[src/rtl/alu_op_sequencer.sv]
// Sequences one ALU select code per cycle for each set bit of op_mask, packing the outputs.
// Latency: result_valid rises popcount(op_mask) edges after start is accepted (same edge if mask is empty).
// Backpressure: result, result_valid and ALU drive hold in DONE until result_ready; start is ignored while busy.
module alu_op_sequencer #(
    parameter int OPW = 2,
    parameter int RW  = 2*OPW
) (
    input  logic            clk,
    input  logic            rst_n,
    input  logic            start,
    input  logic [OPW-1:0]  a_in,
    input  logic [OPW-1:0]  b_in,
    input  logic [3:0]      op_mask,
    output logic            busy,
    output logic [OPW-1:0]  alu_a,
    output logic [OPW-1:0]  alu_b,
    output logic [1:0]      alu_sel,
    input  logic [RW-1:0]   alu_y,
    output logic [4*RW-1:0] result,
    output logic            result_valid,
    input  logic            result_ready
);

    typedef enum logic [1:0] {IDLE, RUN, DONE} state_t;

    state_t     state;
    logic [3:0] mask_q;
    logic [1:0] first_sel;
    logic [1:0] next_sel;
    logic       has_next;

    // Descending scans so the lowest qualifying index wins.
    always_comb begin
        first_sel = 2'd0;
        for (int i = 3; i >= 0; i--) begin
            if (op_mask[i]) first_sel = 2'(i);
        end
    end

    always_comb begin
        has_next = 1'b0;
        next_sel = alu_sel;
        for (int i = 3; i >= 0; i--) begin
            if (mask_q[i] && (2'(i) > alu_sel)) begin
                has_next = 1'b1;
                next_sel = 2'(i);
            end
        end
    end

    always_ff @(posedge clk or negedge rst_n) begin
        if (!rst_n) begin
            state        <= IDLE;
            mask_q       <= '0;
            alu_a        <= '0;
            alu_b        <= '0;
            alu_sel      <= '0;
            result       <= '0;
            result_valid <= 1'b0;
        end else begin
            case (state)
                IDLE: begin
                    if (start) begin
                        mask_q <= op_mask;
                        alu_a  <= a_in;
                        alu_b  <= b_in;
                        result <= '0;
                        if (op_mask != 4'd0) begin
                            alu_sel <= first_sel;
                            state   <= RUN;
                        end else begin
                            result_valid <= 1'b1;
                            state        <= DONE;
                        end
                    end
                end
                RUN: begin
                    result[RW*alu_sel +: RW] <= alu_y;
                    if (has_next) begin
                        alu_sel <= next_sel;
                    end else begin
                        result_valid <= 1'b1;
                        state        <= DONE;
                    end
                end
                DONE: begin
                    if (result_ready) begin
                        result_valid <= 1'b0;
                        state        <= IDLE;
                    end
                end
                default: state <= IDLE;
            endcase
        end
    end

    assign busy = (state != IDLE);

endmodule

[config.mk]
export PLATFORM = sky130hd
export DESIGN_NAME = alu_op_sequencer
export DESIGN_NICKNAME = d
export VERILOG_FILES = /design/src/rtl/alu_op_sequencer.sv
export SDC_FILE = /design/constraint.sdc
export NUM_CORES = 1
export LEC_CHECK = 0
export CORE_ASPECT_RATIO = 1.75
export CORE_MARGIN = 3
export CORE_UTILIZATION = 46
export CTS_CLUSTER_DIAMETER = 100
export CTS_CLUSTER_SIZE = 20
export DETAILED_ROUTE_END_ITERATION = 8
export GPL_TIMING_DRIVEN = 0
export PLACE_DENSITY = 0.79
export SYNTH_ARGS = -nofsm -noshare
export SYNTH_HDL_FRONTEND = slang
export SYNTH_SLANG_ARGS = --single-unit
[constraint.sdc]
create_clock -name clk -period 2.25 [get_ports clk]
set_input_delay 0.3375 -clock clk [delete_from_list [all_inputs] [get_ports clk]]
set_output_delay 0.3375 -clock clk [all_outputs]
set_load 0.05 [all_outputs]
Word level (Yosys, flattened, before mapping) --
Cells that the tools add are included.
Cells by class: $add $sub $neg 1, magnitude comparators 4, equality and inequality tests 9, shift operators 2, muxes and demuxes 29, reduce and logical (&&, ||, !) cells 14
Operators with widths (number):
- $neg 4->34 | 1
- $shift 4x34->16 const A | 1
- $shiftx 4x34->16 | 1
- $pmux 16 s2 | 1
- $mux 2 | 15
- $bwmux 16 | 1
- $mux 16 | 1
- $ne 2x2->1 const B | 6
- $reduce_and 5->1 | 2
- $mux 1 | 8
- $pmux 2 s3 | 1
- $ne 5x5->1 const B | 1
- $gt 1x2->1 const A | 2
- $gt 2x2->1 const A | 2
- $logic_and 1x1->1 | 4
- $pmux 2 s2 | 1
- $reduce_and 2->1 | 2
- $reduce_bool 2->1 | 2
- $reduce_bool 4->1 | 1
- $pmux 1 s3 | 1
- $reduce_and 3->1 | 1
- $reduce_bool 3->1 | 1
- $eq 2x1->1 const B | 1
- $eq 2x2->1 const B | 1
- $logic_not 2->1 | 1
Storage, ports and cells: flip-flop bits (word level) 29, input port bits 16, output and inout port bits 24, logic and storage cells 66

Logic depth before layout (Yosys ltp) --
depth in word-level cells 8, gate-level depth with buffers 6, depth with buffers taken out 6

Least setup slack after synthesis --
No wires, ideal clock.
kind reg-to-reg, start point register alu_sel[0], end point register alu_sel[0], setup time 0.125 ns, arrival time 1.973 ns, data required time 2.125 ns, path slack 0.152 ns, stages on the path, launching flop included 6, path buffers 0, period minus slack after synthesis 2.098 ns, cell sequence dfrtp_1 inv_1 ha_1 a221oi_2 o32a_4 mux2_4
Between the ends: cells in the longest elaborated chain, start to end 8, elaborated cells on any way between the ends 20, those cells by class order compare (4); eq/ne (2); mux (9); reduce/logical (5)
Ends and longest elaborated chain:
- start, declared | RTL line 17 | output logic [1:0] alu_sel,
- start signal, assigned | RTL line 69 | alu_sel <= first_sel;
- start signal, assigned | RTL line 80 | alu_sel <= next_sel;
- $gt 2x2->1 | RTL line 44 | if (mask_q[i] && (2'(i) > alu_sel)) begin
- $logic_and 1x1->1 | RTL line 44
- $mux 1 (4 in series) | RTL line 44
- $ne 2x2->1 (no line)
- $reduce_and 5->1 (no line)
Several ways; a longest one is shown, not always the timed one. The select of a mux whose other input is x is not followed. A chain may end at the register's enable or synchronous reset.

Worst setup path after layout --
start point register alu_sel[0], end point output port alu_sel[0]
No word-level cell between the ends.

==> results.cfg <==
[setup_path]
slowest_delay_ns = 0.86
r2r_start = alu_sel[0]
r2r_slack_ns = 0.34
crit_buf_inv = 1
slowest_stage = clkdlybuf4s50_1
crit_required_ns = 1.91
r2r_end = alu_sel[0]
path_max_fanout = 8
crit_chain = clkdlybuf4s50_1
crit_path_end_kind = primary output
startpoint_type = register
path_class = register to primary output
reg2reg_depth = 5
cp_top_family = buffers and inverters
worst-endpoint-arrival_ns = 1.63

[cts]
hold_buffers = 0
clockBufferDepth = 2
post_cts_buffers = 0
h-tree-depth = 1
path_clk_slew_ns = 0.09
clkSinkCount = 28
cts_root_buffer = clkbuf_8
insertion_delay_ns = 0.28
cts_tree = built
cts.repair.resized = 0
cts_made_buffers = 3

[timing]
rsz0062_at_grt = no
fmax_mhz = 509
finalSetupTns_ns = 0
worst_clock_skew_ns = 0.00866
setup_viol = 0
fin_crit_sh = 0.874
slew_viol_final = 0
layout_setup_ws_ns = 0.284
hold_violations = 0
period_minus_slack_ns = 1.97
max_slew_margin = 0.174
worst_pin_slew_ns = 1.24

[floorplan]
start_util = 0.482
row_count = 25
ios = 40
chipHeight_um = 76.7
dieArea_um2 = 3560
core_um2 = 2720
die_w_um = 46.4

[layout]
layout_common_cells = clkdlybuf4s50_1 (38), dfrtp_1 (28), a22o_1 (16)
diodes = 0
stdcell_count = 174
nNetsFinal = 169
final_common_cell = clkdlybuf4s50_1
area_delta_synth_final_pct = 37.9
drive_gt1_frac = 0.150

[global_route]
grt_pass1_vias = 1058
track_usage = 0.183
antenna_found_initial = 0
grt.overflow.total = 0
grt_start_max_net_pins = 29
grt_pass1_wl_um = 4840

[synth]
avgSynthCellArea_um2 = 12.6
async_flop_share = 1.00
syn-num-nets = 125
synth_cells = 104
synth_edf_count = 0
synth_ff_type = dfrtp_1
ys_types = 30
synth_area_um2 = 1310
ys_seq_area_frac = 0.534
ys_ff_latch = 28
yosysWarnings = 0

[routing]
viasPerCell = 5.76
ant_nets = 0
drt_wl_total_um = 2880
vias = 1002
drt_iter0_drc = 13
drtPass1Iterations = 4
wl_per_cell_um = 16.5
drc_errors = 0

[place]
portBuffers = 39
dp.cells = 170
post-place-ws_ns = 0.359
detailed_place_hpwl_um = 2220
globalplace.congestion = 0.808

[power_and_ir_drop]
p_leak_nw = 0.831
vdd_drop_max_mv = 0.725
power_density_nw_per_um2 = 1440

[worst_hold_path]
holdCritStartpoint = mask_q[3]
holdPathEnd = mask_q[3]
hp-class = register to register
min_path_cells = 1

[run_status]
status = finished, final reports clean

[flow_run]
maxCapViolations = 0
==> synthesized netlist by cell type, types with 2 or more instances <==
library cell	instances	area share
nor2_1	4	0.011
mux2_2	7	0.060
and4_1	2	0.013
o21ai_0	4	0.015
ha_1	5	0.048
a21o_1	4	0.023
a21oi_1	2	0.0076
buf_2	2	0.0076
dfrtp_1	28	0.53
inv_1	5	0.014
a22o_1	16	0.11
nor2b_1	2	0.0095
nand2_1	6	0.017
==> worst max-delay path by stage <==
stage / cells past startpoint / startpoint / end
final: 1 / alu_sel[0] / alu_sel[0]
after global routing: 6 / alu_sel[0] / alu_sel[0]
after CTS: 3 / state[1] / busy
after detailed placement: 4 / op_mask[1] / alu_sel[0]
after global placement: 4 / op_mask[1] / alu_sel[0]
after floorplan: 5 / alu_sel[0] / alu_sel[0]
==> metal layers <==
metal	global-route usage	wire (um)	vias to the layer above	share of wire
met1	0.205	1090	490	0.38
met3	0.0329	163	7	0.057
met2	0.311	1560	38	0.54
met5	0	0	-	0
met4	0.0912	61	0	0.021
li1	-	-	467	-
==> cell type report <==
class | instances | area, um^2
Fill cell | 220 | 911
Sequential cell | 28 | 701
Multi-Input combinational cell | 68 | 572
Timing Repair Buffer | 39 | 393
Clock buffer | 3 | 41.3
Tap cell | 27 | 33.8
Clock inverter | 1 | 30.0
Buffer | 3 | 21.3
Inverter | 5 | 18.8
==> cell families (layout without fill, tap and decap cells) <==
kind of cell / count (synthesis) / count (layout) / synth area share
AND/OR/NAND/NOR: 23 / 23 / 0.112
adder cells (fa/ha/maj): 5 / 5 / 0.0477
multiplexers: 9 / 9 / 0.0791
AO/OA/AOI/OAI: 31 / 31 / 0.197
flip-flops: 28 / 28 / 0.534
buffers and inverters: 8 / 51 / 0.0305
==> state kept, by name, summed over array words and instances (netlist names) <==
name / flops
alu_a: 2
alu_b: 2
alu_sel: 2
mask_q: 3
result: 16
result_valid: 1
state: 2
==> power by group <==
part / switching (mW) / leakage [nW] / internal (mW)
combinational: 0.868 / 0.432 / 0.568
sequential: 0.115 / 0.363 / 0.664
clock: 0.155 / 0.0357 / 0.238
total: 1.14 / 0.831 / 1.47
==> metrics by stage <==
| stage | instance area (um^2) | hold slack (ns) | util | total power [mW] |
|---|---|---|---|---|
| 2_1_floorplan | 1310 | 0.0419 | - | 1.79 |
| 3_3_place_gp | 1740 | 0.486 | 0.638 | 2.20 |
| 3_5_place_dp | 1740 | 0.491 | 0.638 | 2.23 |
| 4_1_cts | 1810 | 0.514 | 0.664 | 2.62 |
| 5_1_grt | 1810 | 0.528 | 0.665 | 2.75 |
| 6_report | 1810 | 0.510 | 0.665 | 2.61 |
No activity file was read; power rests on OpenSTA's default activity.
